===== config.mk =====
export PLATFORM = sky130hd
export DESIGN_NAME = uart_tx_fifo_reader
export DESIGN_NICKNAME = d
export VERILOG_FILES = /design/src/rtl/uart_tx_fifo_reader.sv
export SDC_FILE = /design/constraint.sdc
export NUM_CORES = 1
export LEC_CHECK = 0
export CAP_MARGIN = 20
export CORE_UTILIZATION = 55
export CTS_BUF_LIST = sky130_fd_sc_hd__clkbuf_4
export CTS_CLUSTER_DIAMETER = 120
export CTS_CLUSTER_SIZE = 30
export DETAILED_ROUTE_END_ITERATION = 8
export DONT_BUFFER_PORTS = 1
export PLACE_DENSITY = 0.81
export SETUP_SLACK_MARGIN = 0.3
export SYNTH_ARGS = -nofsm -noshare
export SYNTH_HDL_FRONTEND = slang
export SYNTH_SLANG_ARGS = --single-unit

===== constraint.sdc =====
create_clock -name clk -period 1.9 [get_ports clk]
set_input_delay 0.38 -clock clk [delete_from_list [all_inputs] [get_ports clk]]
set_output_delay 0.38 -clock clk [all_outputs]
set_load 0.05 [all_outputs]

===== src/rtl/uart_tx_fifo_reader.sv =====
// uart_tx_fifo_reader
//   8N1 UART transmitter that pops bytes from a registered-read byte FIFO
//   and serializes them LSB first: start bit 0, DATA_BITWIDTH data bits,
//   one stop bit 1.
//
// Ports
//   clk               system clock
//   reset_n           asynchronous active-low reset
//   tx_enable         gates the start of new frames (sampled in IDLE only)
//   fifo_read_ready   FIFO non-empty
//   fifo_read_data    FIFO read data, valid the cycle after the pop strobe
//   fifo_read_enable  one-cycle pop strobe
//   txd               registered serial output, idle high
//   busy              high whenever the FSM is not in IDLE
//   tx_count          completed frames, wraps modulo 2^16
module uart_tx_fifo_reader #(
    parameter int CLK_PER_BIT   = 868,
    parameter int DATA_BITWIDTH = 8
) (
    input  logic                     clk,
    input  logic                     reset_n,
    input  logic                     tx_enable,
    input  logic                     fifo_read_ready,
    input  logic [DATA_BITWIDTH-1:0] fifo_read_data,
    output logic                     fifo_read_enable,
    output logic                     txd,
    output logic                     busy,
    output logic [15:0]              tx_count
);

    localparam int BAUD_W = (CLK_PER_BIT > 1) ? $clog2(CLK_PER_BIT) : 1;
    localparam int BIT_W  = $clog2(DATA_BITWIDTH) + 1;

    localparam logic [BAUD_W-1:0] BAUD_LAST = BAUD_W'(CLK_PER_BIT - 1);
    localparam logic [BIT_W-1:0]  BIT_LAST  = BIT_W'(DATA_BITWIDTH - 1);

    typedef enum logic [2:0] {
        S_IDLE,
        S_POP,
        S_LOAD,
        S_START,
        S_DATA,
        S_STOP
    } state_t;

    state_t                   r_state;
    state_t                   w_state_next;
    logic [BAUD_W-1:0]        r_baud_cnt;
    logic [BIT_W-1:0]         r_bit_cnt;
    logic [DATA_BITWIDTH-1:0] r_shift;
    logic [DATA_BITWIDTH-1:0] w_shift_next;
    logic                     r_txd;
    logic [15:0]              r_tx_count;
    logic                     w_baud_last;
    logic                     w_bit_last;

    assign w_baud_last  = (r_baud_cnt == BAUD_LAST);
    assign w_bit_last   = (r_bit_cnt == BIT_LAST);
    assign w_shift_next = r_shift >> 1;

    assign txd      = r_txd;
    assign tx_count = r_tx_count;

    // State register
    always_ff @(posedge clk or negedge reset_n) begin
        if (!reset_n) begin
            r_state <= S_IDLE;
        end else begin
            r_state <= w_state_next;
        end
    end

    // Next-state logic
    always_comb begin
        w_state_next = r_state;
        case (r_state)
            S_IDLE:  if (tx_enable && fifo_read_ready) w_state_next = S_POP;
            S_POP:   w_state_next = S_LOAD;
            S_LOAD:  w_state_next = S_START;
            S_START: if (w_baud_last) w_state_next = S_DATA;
            S_DATA:  if (w_baud_last && w_bit_last) w_state_next = S_STOP;
            S_STOP:  if (w_baud_last) w_state_next = S_IDLE;
            default: w_state_next = S_IDLE;
        endcase
    end

    // Output decode: the pop strobe exists only in POP, which is entered
    // solely from IDLE with ready high, so it can never repeat back-to-back.
    always_comb begin
        fifo_read_enable = (r_state == S_POP);
        busy             = (r_state != S_IDLE);
    end

    // Datapath: the line level is registered one edge ahead of each phase,
    // so txd already holds the new bit when the FSM enters that phase.
    always_ff @(posedge clk or negedge reset_n) begin
        if (!reset_n) begin
            r_txd      <= 1'b1;
            r_shift    <= '0;
            r_baud_cnt <= '0;
            r_bit_cnt  <= '0;
            r_tx_count <= '0;
        end else begin
            case (r_state)
                S_LOAD: begin
                    // Read data is valid here, one cycle after the POP strobe.
                    r_shift    <= fifo_read_data;
                    r_baud_cnt <= '0;
                    r_txd      <= 1'b0;
                end
                S_START: begin
                    if (w_baud_last) begin
                        r_baud_cnt <= '0;
                        r_bit_cnt  <= '0;
                        r_txd      <= r_shift[0];
                    end else begin
                        r_baud_cnt <= r_baud_cnt + BAUD_W'(1);
                    end
                end
                S_DATA: begin
                    if (w_baud_last) begin
                        r_baud_cnt <= '0;
                        r_shift    <= w_shift_next;
                        r_bit_cnt  <= r_bit_cnt + BIT_W'(1);
                        r_txd      <= w_bit_last ? 1'b1 : w_shift_next[0];
                    end else begin
                        r_baud_cnt <= r_baud_cnt + BAUD_W'(1);
                    end
                end
                S_STOP: begin
                    if (w_baud_last) begin
                        r_baud_cnt <= '0;
                        r_tx_count <= r_tx_count + 16'd1;
                    end else begin
                        r_baud_cnt <= r_baud_cnt + BAUD_W'(1);
                    end
                    r_txd <= 1'b1;
                end
                default: begin
                    r_txd <= 1'b1;
                end
            endcase
        end
    end

endmodule


==> flow_metrics.tcl <==
set metrics [dict create \
    status "finished clean" \
    async_reset_ff_share_pct 100.0 \
    drtPass1Iterations 6 \
    insertion_delay_ns 0.36 \
    yosysTopAreaCellShare_pct 45.76 \
    timing.max_slew.rel_slack_pct 63.70 \
    grt_use_total_pct 24.61 \
    drt-initial-drc-count 128 \
    ys.flop_type "dfrtp_1" \
    rsz0062_at_grt "true" \
    die_width_um 65.85 \
    cts-root-buf "clkbuf_4" \
    syn2layout_area_growth_pct 32.25 \
    final_max_slew_viol_count 0 \
    num_io_pins 31 \
    ctsLongestPathBuffers 2 \
    grt_first_pass_wirelength_um 7997 \
    wl_per_cell_um 19.16 \
    wl_um 5806 \
    post-place-ws_ns 0.05444 \
    layout_commonest_cell "buf_4" \
    h-tree-depth 2 \
    gp_congestion 0.8070 \
    vias 1929 \
    endpoint_kind "flop" \
    fin_crit_sh_pct 94.84 \
    pwr_density_cell_nw_per_um2 473.7 \
    synth_nets 223 \
    hold_viol 0 \
    drc_errors 0 \
    rows 22 \
    cts_tree "built" \
    cp_max_fo 5 \
    yosys-top-cells-area "dfrtp_1 46%, mux2_2 7.0%, xnor2_1 5.9%, nand2_1 2.8%, nand4_1 2.8%" \
    final_cell_mix "36 x buf_4, 27 x dfrtp_1, 15 x nand2_1" \
    synth_area_per_cell_um2 10.78 \
    yosysWarningCount 0 \
    path_clk_slew_ns 0.13 \
    coreArea_um2 3771 \
    hold_path_class "primary input to flop" \
    worst_pin_slew_ns 0.5445 \
    max_cap_violations 0 \
    final_net_count 269 \
    required_ns 2.12 \
    arrival_ns 2.02 \
    die_h_um 65.85 \
    crit_type "flop to flop" \
    finClkSkew_ns 0.01663 \
    ys_types 51 \
    post-dp-hpwl_um 3233 \
    setup_tns_ns 0 \
    grt_max_degree 43 \
    synthesis.instances 208 \
    initial_core_util_pct 59.46 \
    ant_nets 0 \
    antenna_cells 0 \
    io_buffers 0 \
    synth_area_um2 2242 \
    viasPerCell 6.366 \
    cts_buffers 5 \
    period_minus_slack_ns 1.802 \
    finalWorstSetupSlack_ns 0.09800 \
    synth_edf_count 0 \
    first_global_vias 1793 \
    max_freq_mhz 554.9 \
    seq_area_frac_synth_pct 46.93 \
    setup_violations 0 \
    antenna_found_initial 0 \
    synth-seq-cells 42 \
    total_power_mw 1.405 \
    overflow 0 \
    synth_top_area_cell "dfrtp_1" \
    p_leak_nw 1.338 \
    clkSinkCount 42 \
    drive_above_1_share_pct 44.71 \
    vdd_ir_drop_max_v 0.0004645 \
    startpoint_type "flop" \
    die-area_um2 4336 \
]
[stage by stage]
stage	util, %	std cells	area (µm²)	hold WS, ns
2_1_floorplan	-	208	2327	0.08441
3_3_place_gp	65.79	268	2481	0.08545
3_5_place_dp	65.79	268	2481	0.08533
4_1_cts	72.23	288	2724	0.2766
5_1_grt	78.63	303	2965	0.2560
6_report	78.63	303	2965	0.2548
[final timing paths]
check / endpoint / from / slack, ns / depth (start not counted)
setup / recovery: r_state[0] / r_baud_cnt[0] / 0.1 / 6
hold / removal: r_shift[1] / fifo_read_data[1] / 0.25 / 2
setup reg to reg: r_state[0] / r_baud_cnt[0] / 0.1 / 6
hold reg to reg: r_baud_cnt[7] / r_baud_cnt[7] / 0.53 / 1
max in group asynchronous: txd / reset_n / 1.16 / 2
min in group asynchronous: r_baud_cnt[8] / reset_n / 0.44 / 2
[registers in the layout (all words and copies together) (netlist names)]
name and count:
r_bit_cnt 4, r_state 3, r_baud_cnt 10, r_shift 8
txd 1, tx_count 16
[critical path, cell delays in order, from the launching register on]
cell and delay, ns:
dfrtp_1 0.42, ha_4 0.15, and4bb_2 0.26, and3_4 0.27, buf_4 0.13, mux2i_1 0.25
o221ai_1 0.19
[logic make-up after synthesis]
| group | synth area share, % |
|---|---|
| flops | 46.93 |
| compound gates | 11.22 |
| mux | 8.817 |
| fa+ha+maj | 1.674 |
| xor+xnor | 6.641 |
| simple gates | 20.82 |
| buf+inv | 3.906 |
[synthesized netlist by cell type, types with 2 or more instances]
| cell | instances |
|---|---|
| a22o_1 | 3 |
| and3_1 | 6 |
| xnor2_1 | 15 |
| xor2_1 | 2 |
| mux2_2 | 14 |
| buf_2 | 3 |
| nor2_1 | 5 |
| nor4_1 | 5 |
| dfrtp_1 | 41 |
| nand2_1 | 17 |
| a41oi_1 | 3 |
| o21ai_0 | 2 |
| nand3_1 | 10 |
| ha_1 | 3 |
| clkbuf_1 | 2 |
| a21oi_1 | 6 |
| nand3b_1 | 4 |
| buf_4 | 2 |
| nand4_1 | 10 |
| and4_1 | 2 |
| inv_1 | 6 |
| buf_6 | 2 |
| a21o_1 | 2 |
| a31oi_1 | 6 |
| nor3b_1 | 2 |
| mux2i_1 | 4 |
| nand2b_1 | 3 |
| and2_1 | 5 |
[layout make-up]
type	instances	area (µm²)
repair buffers	49	449.2
well taps	48	60.06
clock inverters	2	10.01
flip-flops and latches	42	1070
multi-input cells	150	1309
clock buffers	6	45.04
fillers	192	805.8
inverters	6	22.52
[power breakdown]
part | internal, mW | switching [mW]
Clock | 0.156 | 0.297
Combinational | 0.0215 | 0.0233
Sequential | 0.902 | 0.00520
[metal layers]
metal / up-vias / global-route usage, % / wire, µm
li1: 868 / - / -
met1: 925 / 29.78 / 2227
met2: 118 / 40.56 / 2898
met3: 18 / 6.724 / 543
met4: 0 / 11.14 / 136
met5: - / 0 / 0
[repair_timing]
| action | CTS | global route |
|---|---|---|
| hold buffers | 2 | 0 |
| resized for setup | 18 | 23 |
| pin swaps | 5 | 20 |
| setup endpoints to repair | 39 | 40 |
| buffers inserted | 9 | 13 |
| endpoints found under the hold margin | 42 | 0 |
| cloned | 1 | 2 |
No activity file was read; power rests on OpenSTA's default activity.
